## src/rtl/mem_access_unit.sv

```systemverilog
`default_nettype none
// ============================================================================
//  Module      : mem_access_unit
//  Description : Load/store initiator for the data-memory port; sub-word
//                stores use read-modify-write, loads extract and extend.
//  Revision    : 1.0
// ============================================================================
module mem_access_unit #(
    parameter int READ_LAT  = 1,
    parameter int MEM_BYTES = 4096
) (
    input  logic        clk,
    input  logic        rst,
    input  logic        req_valid,
    output logic        req_ready,
    input  logic        req_we,
    input  logic [1:0]  req_size,
    input  logic        req_unsigned,
    input  logic [31:0] req_addr,
    input  logic [31:0] req_wdata,
    output logic        resp_valid,
    output logic [31:0] resp_rdata,
    output logic        resp_err,
    output logic        mem_ce,
    output logic        mem_we,
    output logic        mem_rr,
    output logic [31:0] mem_addr,
    output logic [31:0] mem_wdata,
    output logic [3:0]  mem_w_mask,
    output logic [3:0]  mem_r_mask,
    input  logic [31:0] mem_rdata
);

    localparam logic [1:0]  c_IDLE      = 2'd0;
    localparam logic [1:0]  c_READ      = 2'd1;
    localparam logic [1:0]  c_WRITE     = 2'd2;
    localparam logic [1:0]  c_RESP      = 2'd3;
    localparam logic [1:0]  c_LAT_INIT  = 2'(READ_LAT - 1);
    localparam logic [31:0] c_MEM_LIMIT = 32'(MEM_BYTES);

    logic [1:0]  r_state;
    logic        r_we;
    logic [1:0]  r_size;
    logic        r_unsigned;
    logic [31:0] r_addr;
    logic [31:0] r_wdata;
    logic [31:0] r_word;
    logic        r_err;
    logic [1:0]  r_lat_cnt;

    logic        w_accept;
    logic        w_misaligned;
    logic        w_req_err;
    logic        w_live;
    logic        w_in_read;
    logic        w_in_write;
    logic        w_in_resp;
    logic [7:0]  w_byte;
    logic [15:0] w_half;
    logic [31:0] w_merged;
    logic [31:0] w_load_data;

    assign w_accept     = req_valid && req_ready;
    assign w_misaligned = ((req_size == 2'b01) && req_addr[0]) ||
                          (req_size[1] && (req_addr[1:0] != 2'b00));
    assign w_req_err    = w_misaligned || (req_addr >= c_MEM_LIMIT);

    always_ff @(posedge clk) begin
        if (rst) begin
            r_state    <= c_IDLE;
            r_we       <= 1'b0;
            r_size     <= 2'b00;
            r_unsigned <= 1'b0;
            r_addr     <= 32'h0;
            r_wdata    <= 32'h0;
            r_word     <= 32'h0;
            r_err      <= 1'b0;
            r_lat_cnt  <= 2'd0;
        end else begin
            case (r_state)
                c_IDLE: begin
                    if (w_accept) begin
                        r_we       <= req_we;
                        r_size     <= req_size;
                        r_unsigned <= req_unsigned;
                        r_addr     <= req_addr;
                        r_wdata    <= req_wdata;
                        r_err      <= w_req_err;
                        r_lat_cnt  <= c_LAT_INIT;
                        if (w_req_err)
                            r_state <= c_RESP;
                        else if (req_we && req_size[1])
                            r_state <= c_WRITE;
                        else
                            r_state <= c_READ;
                    end
                end
                c_READ: begin
                    // Capture only on the final cycle of the read window.
                    if (r_lat_cnt == 2'd0) begin
                        r_word  <= mem_rdata;
                        r_state <= r_we ? c_WRITE : c_RESP;
                    end else begin
                        r_lat_cnt <= r_lat_cnt - 2'd1;
                    end
                end
                c_WRITE: r_state <= c_RESP;
                c_RESP:  r_state <= c_IDLE;
                default: r_state <= c_IDLE;
            endcase
        end
    end

    assign w_byte = r_word[{r_addr[1:0], 3'b000} +: 8];
    assign w_half = r_word[{r_addr[1], 4'b0000} +: 16];

    // Memory masks cover all lanes, so sub-word stores rewrite the whole word.
    always_comb begin
        w_merged = r_word;
        case (r_size)
            2'b00:   w_merged[{r_addr[1:0], 3'b000} +: 8] = r_wdata[7:0];
            2'b01:   w_merged[{r_addr[1], 4'b0000} +: 16] = r_wdata[15:0];
            default: w_merged = r_wdata;
        endcase
    end

    always_comb begin
        case (r_size)
            2'b00:   w_load_data = r_unsigned ? {24'h0, w_byte} : {{24{w_byte[7]}}, w_byte};
            2'b01:   w_load_data = r_unsigned ? {16'h0, w_half} : {{16{w_half[15]}}, w_half};
            default: w_load_data = r_word;
        endcase
    end

    assign w_live     = !rst;
    assign w_in_read  = w_live && (r_state == c_READ);
    assign w_in_write = w_live && (r_state == c_WRITE);
    assign w_in_resp  = w_live && (r_state == c_RESP);

    assign req_ready  = (r_state == c_IDLE);
    assign mem_ce     = w_in_read || w_in_write;
    assign mem_rr     = w_in_read;
    assign mem_we     = w_in_write;
    assign mem_addr   = mem_ce ? {r_addr[31:2], 2'b00} : 32'h0;
    assign mem_wdata  = w_in_write ? w_merged : 32'h0;
    assign mem_w_mask = {4{w_in_write}};
    assign mem_r_mask = {4{w_in_read}};

    assign resp_valid = w_in_resp;
    assign resp_err   = w_in_resp && r_err;
    assign resp_rdata = (w_in_resp && !r_err && !r_we) ? w_load_data : 32'h0;

endmodule
`default_nettype wire

```

## config.mk

```make
export PLATFORM = sky130hd
export DESIGN_NAME = mem_access_unit
export DESIGN_NICKNAME = d
export VERILOG_FILES = /design/src/rtl/mem_access_unit.sv
export SDC_FILE = /design/constraint.sdc
export NUM_CORES = 1
export LEC_CHECK = 0
export CORE_UTILIZATION = 25
export DETAILED_ROUTE_END_ITERATION = 8
export GPL_TIMING_DRIVEN = 1
export HOLD_SLACK_MARGIN = 0.03
export PLACE_DENSITY = 0.51
export SYNTH_ARGS = -nofsm -noshare
export SYNTH_HDL_FRONTEND = slang
export SYNTH_SLANG_ARGS = --single-unit
```

## constraint.sdc

```tcl
create_clock -name clk -period 7 [get_ports clk]
set_clock_uncertainty 0.05 [all_clocks]
set_input_delay 1.05 -clock clk [delete_from_list [all_inputs] [get_ports clk]]
set_output_delay 1.05 -clock clk [all_outputs]
set_load 0.1 [all_outputs]
```

==> metrics.txt <==
grt total ovfl=0; Synth Area per Inst=7.42 um^2; WL final=23,400 um; DR WL/cell=18.1 um; Synth Instances=809; Max Fanout on Critical Path=40; fraction of the mapped netlist area in simple logic gates=24.0%; final count of negative-setup-slack endpoints=0; vias in the first global route=5,896; placement-stage cell area=8240 um^2; starting density of the core=25.5%; Main synth FF type=dfxtp_1; Hold Crit Class=reg2reg; Core Box Area=23,500 um^2; fin. max-slew vios=0; DRC viols=0; via count=6,238; maximum root-to-sink buffer count=2; combinational share of power=46.5%; RSZ-0062 raised after global routing=false; measured slew at the worst slew-check pin=1130 ps; final setup TNS=0 ps; worst skew pair latency=350 ps; # nets final=1,077; layout cell share with drive strength beyond 1=4.85%; port bufs=210; Synth Area in Compound Gates=25.5%; Rows=56; Synth cell types=45; first-pass GRT wire length=35,000 um; Place WS=1630 ps; Clock power frac=20.8%; clk sink count=105; fin crit share=77.2%; Seq/Total Area, Yosys=35.0%; adder-cell share of the synthesized area=2.08%; height of the die=157 um; Ys Warns=0; CTS root buffer=clkbuf_16; Pleak=2.93 nW; final hold violation count=0; Worst Slack Setup Final=1600 ps; area grow syn2layout=42.7%; hold path startpoint=r_addr[2]$_SDFFE_PP0P_; Worst Setup Start Kind=flop; mapped cell area=6000 um^2; Post-synth EDFFs=0; Sequential Power Share=32.7%; setup bufs post-CTS=0; full die area=24,600 um^2; IO Pins=213; Design Area, Final=8570 um^2; total CTS buffers=9; reg2reg start=r_state[0]$_SDFFE_PP0P_; Slew HR=24.5%; CP Data Required Time=5900 ps; Synth async-reset ratio=0%; fmax=185 MHz; initial antenna violation count=3; status=finished, final reports clean; clk slew on worst S/H paths=70 ps; DR pass1 iterations=5; max_cap viols=0; CTS tree=yes; mux contribution to synthesized area=6.15%; Sw Ratio=47.5%; # hold bufs at CTS=0; chip width=157 um; Placer Congestion=0.860; CP Launch Point=r_addr[1]$_SDFFE_PP0P_; Period minus WS final=5400 ps; Global Route Usage Sum=18.9%; DRT iter0 DRCs=442; Tot Pwr=0.00272 W; largest net degree at the start of global routing=71; Post-DP HPWL=16,500 um; worst vdd ir=0.000144 V; crit path kind=reg2out; Switch Pwr=0.00129 W; Synth Area in XOR/XNOR=0%; P per Cell Area=317 nW/um^2; CP arrival=4300 ps; main combinational cell family by area after synthesis=compound AO/OA/AOI/OAI gates; # resized after CTS=0; critical path endpoint category=output pin; Synth Register Bits=105; ANT nets after route=0; Internal=0.00143 W; CTS H-tree lvls=3; Via-to-Cell Ratio=4.83
Yosys cell counts (2+ instances only):
| cell | n | area (um^2) |
|---|---|---|
| nand4_1 | 3 | 18.8 |
| clkbuf_1 | 45 | 169 |
| o22ai_1 | 8 | 50.1 |
| dfxtp_1 | 105 | 2100 |
| nor3_1 | 17 | 85.1 |
| a221oi_1 | 16 | 140 |
| a211oi_1 | 2 | 15.0 |
| nand2_1 | 227 | 852 |
| buf_2 | 10 | 50.1 |
| a21o_1 | 16 | 120 |
| mux2i_1 | 17 | 170 |
| ha_1 | 10 | 125 |
| o32a_1 | 8 | 80.1 |
| buf_4 | 10 | 75.1 |
| mux4_2 | 7 | 158 |
| mux2_4 | 2 | 30.0 |
| a22o_1 | 10 | 87.6 |
| and2_1 | 5 | 31.3 |
| a22oi_1 | 10 | 75.1 |
| a222oi_1 | 6 | 60.1 |
| nor4bb_1 | 2 | 20.0 |
| o21ai_0 | 5 | 25.0 |
| nor2_1 | 29 | 109 |
| inv_1 | 21 | 78.8 |
| buf_1 | 10 | 37.5 |
| buf_6 | 2 | 22.5 |
| nand2b_1 | 3 | 18.8 |
| a211o_1 | 16 | 140 |
| nor4_1 | 5 | 31.3 |
| a21oi_1 | 132 | 661 |
| nor2b_1 | 36 | 225 |
path summary, 6_finish.rpt:
check / end / cells past startpoint / slack, ps
max: mem_wdata[28] / 8 / 1600
min: r_addr[2]$_SDFFE_PP0P_ / 2 / 400
max reg2reg: r_err$_SDFFE_PP0P_ / 7 / 4810
min reg2reg: r_addr[2]$_SDFFE_PP0P_ / 2 / 400
cells by family (layout without fill, tap and decap cells):
group,after synthesis,in the layout
compound gates,235,235
fa+ha+maj,10,10
buf+inv,98,257
flops,105,105
mux,27,27
other cells,1,5
simple gates,333,333
power by group through the flow:
| stage | logic (W) | registers (W) | clock network [W] |
|---|---|---|---|
| after floorplan | 0.00101 | 0.000799 | 0 |
| after global placement | 0.00127 | 0.000898 | 0 |
| after detailed placement | 0.00127 | 0.000898 | 0 |
| after CTS | 0.00128 | 0.000886 | 0.000582 |
| after global routing | 0.00137 | 0.000902 | 0.000603 |
| final | 0.00126 | 0.000888 | 0.000566 |
critical path, stage by stage (launching register included):
cell	delay (ps)
dfxtp_2	980
inv_1	290
ha_1	400
nor4bb_1	280
buf_4	210
a221oi_1	80
a211o_1	310
a21oi_1	190
clkdlybuf4s50_1	1200
through the flow:
stage / hold slack (ps) / util [%] / std cells
final: 402 / 36.4 / 1291
after global routing: 424 / 36.4 / 1288
after CTS: 402 / 36.4 / 1288
after detailed placement: 392 / 35.0 / 1272
after global placement: 387 / 35.0 / 1272
after floorplan: 382 / - / 810
area by class of cell:
cell class / instances / area [um^2]
multi-input cells: 607 / 3480
flip-flops and latches: 105 / 2100
repair buffers: 220 / 2170
fillers: 2507 / 15000
clock inverters: 7 / 100
clock buffers: 9 / 225
diodes: 3 / 7.51
inverters: 21 / 78.8
well taps: 319 / 399
registers in the layout (all words and copies together) (netlist names):
register / cells
r_err: 1
r_addr: 32
r_unsigned: 1
r_wdata: 32
r_we: 1
r_size: 2
r_word: 32
r_lat_cnt: 2
r_state: 2
layer usage:
| metal | routed length, um | part of all wire, % | GRT usage, % | up-vias |
|---|---|---|---|---|
| met5 | 0 | 0 | 0 | - |
| li1 | - | - | - | 3103 |
| met1 | 10400 | 44 | 24.4 | 2854 |
| met3 | 2420 | 10 | 6.88 | 23 |
| met2 | 10300 | 44 | 29.6 | 258 |
| met4 | 338 | 1.4 | 4.53 | 0 |
cells in the final DEF, fill, tap and decap left out, drive strengths merged, types with 5 or more instances in the layout:
cell,n
a211o,16
a21o,16
a21oi,132
a221oi,16
a222oi,6
a22o,10
a22oi,11
and2,5
buf,11
clkbuf,9
clkdlybuf4s50,209
dfxtp,105
ha,10
inv,24
mux2i,17
mux4,7
nand2,227
nor2,29
nor2b,37
nor3,17
nor4,5
o21ai,5
o22ai,8
o32a,8
(Power assumes the default switching activity.)
==> RTL change, RTL diff (config.mk and constraints unchanged) <==
Reset style: asynchronous (`rst`), changed in one clocked block.
--- a/src/rtl/mem_access_unit.sv
+++ b/src/rtl/mem_access_unit.sv
@@ -65,7 +65,7 @@
                           (req_size[1] && (req_addr[1:0] != 2'b00));
     assign w_req_err    = w_misaligned || (req_addr >= c_MEM_LIMIT);
 
-    always_ff @(posedge clk) begin
+    always_ff @(posedge clk or posedge rst) begin
         if (rst) begin
             r_state    <= c_IDLE;
             r_we       <= 1'b0;
Function: differs if rst is asserted again (counterexample within 4 cycles, from zero or initial values and one cycle with rst high); with rst held inactive, the same outputs for 4 cycles.
==> RTL change against the original RTL <==
Routed wire length down 11%; non-clock buffer count down 3; first-iteration DRC count down 34%; setup slack worse by 300 ps; die area down 0.14%; cell area up 0.79%; via count down 18%; area after synthesis down 0.15%; sequential cell count unchanged; critical path type is now primary input to output pin; highest routed layer unchanged; count of clock-buffer cells in the layout unchanged.
Power is not compared: it rests on default switching activity, and its combinational part moved more than twofold at a synthesized area within 25%.
==> RTL change: results (changes against the original RTL) <==
CTS
  – CTS H-tree lvls: 3 (unchanged)
  – CTS clk-pin slew, worst paths: 70 ps (about the same)
  – Inserted Clock Buffers: 9 (unchanged)
  – Clk_lat worst skew: about 360 ps
  – Post_cts resized: 0 (unchanged)

Timing
  – Worst slew margin: 16.83% (-7.7 points)
  – Setup TNS: 0 ps (unchanged)

Power and ir drop
  – Leak Pwr: 3.513 nW

Global route
  – Gr usage total: 17.02% (-1.8 points)
  – Initial antenna violation count: 1 (-2)
  – Global-route wire length before repair: 30.91 mm (-12%)
  – Vias in the first global route: 5004 (-15%)

Drt
  – 1st-iter DRT viols: 293 (-34%)
  – Wire length per cell: 19.36 µm (+6.8%)
  – Vias per cell: 4.751 (-1.7%)

Cells and area
  – Fill count: 2406 (-4.0%)
  – Final net count: 864 (-20%)
  – Final cell count without fillers: 1076 (-17%)
  – Layout cell share with drive strength beyond 1: 17.46% (+13 points)

Logic synthesis
  – Synth area leaders: dfrtp_1 44%, mux2_2 19%, nor2b_1 3.5%
  – Post-Syn Instances: 570 (-30%)
  – Top cells by count, synth: 105 x dfrtp_1, 101 x mux2_2, 36 x nand2_1, 34 x nor2b_1, 32 x nor2_1
  – Post-synth ARST share: 100.0% (+100 points)
  – Seq/Total Area, Yosys: 43.82% (+8.8 points)

Placed design
  – Detailed Place HPWL: 15.40 mm (-6.8%)
  – Routability cong.: 0.8169 (-5.0%)

Outcome
  – Status: finished clean

Setup path
  – CP max stage delay: 1140 ps (-60 ps)
  – Slowest-stage cell, CP: clkdlybuf4s50_1
  – CP max FO: 18 (-55%)
  – Crit path DAT: 4610 ps (+310 ps)
## RTL change: metal layers
| layer | global-route usage (%) | share of wire [%] | vias up |
|---|---|---|---|
| li1 | - | - | 2426 |
| met1 | 23.16 | 46 | 2472 |
| met2 | 25.88 | 44 | 209 |
| met3 | 6.425 | 9.6 | 5 |
| met4 | 2.521 | 0.40 | 0 |
| met5 | 0 | 0 | - |
## RTL change: report_power, final
| group | switching, mW | internal, mW | leakage (nW) | total (mW) |
|---|---|---|---|---|
| registers | 0.378 | 0.919 | 1.24 | 1.30 |
| clock network | 0.248 | 0.281 | 0.146 | 0.529 |
| logic | 1.93 | 0.971 | 2.13 | 2.90 |
## RTL change: logic make-up (layout without fill, tap and decap cells)
group / Yosys count / after routing / share of synthesized area [%]
AND/OR/NAND/NOR: 150 / 150 / 12.75
AO/OA/AOI/OAI: 122 / 122 / 15.30
multiplexers: 111 / 111 / 20.64
flip-flops: 105 / 105 / 43.82
buffers and inverters: 71 / 256 / 5.342
adder cells (fa/ha/maj): 10 / 10 / 2.087
other: 1 / 3 / 0.06254
## RTL change: final timing paths
kind / from / to / slack (ps) / cells past startpoint
max: rst / resp_rdata[26] / 1290 / 6
min: r_addr[31] / r_addr[31] / 450 / 1
max reg2reg: r_state[1] / r_wdata[8] / 4760 / 4
min reg2reg: r_addr[31] / r_addr[31] / 450 / 1
max in group asynchronous: rst / r_word[11] / 4500 / 3
min in group asynchronous: rst / r_state[0] / 1160 / 2
## RTL change: area by class of cell
| cell class | count | share of cell area (%) |
|---|---|---|
| clock inverters | 7 | 0.8982 |
| diodes | 1 | 0.02897 |
| inverters | 23 | 1.029 |
| clock buffers | 9 | 2.608 |
| repair buffers | 217 | 24.95 |
| multi-input cells | 395 | 35.45 |
| well taps | 319 | 4.621 |
| flip-flops and latches | 105 | 30.42 |
## RTL change: through the flow
step	instance area [µm²]	setup slack, ps	utilization, %	total power [mW]
floorplan	6000	341.3	-	3.447
global placement	8332	1375	35.50	4.193
detailed placement	8332	1242	35.50	4.207
CTS	8635	1196	36.79	4.758
global route	8635	1056	36.79	4.991
finish	8637	1292	36.80	4.727
## RTL change: worst max-delay path: cells and delay by family
| family | cells | cell delay (ps) |
|---|---|---|
| compound gates | 1 | 240 |
| simple gates | 3 | 1670 |
| buf+inv | 2 | 1630 |
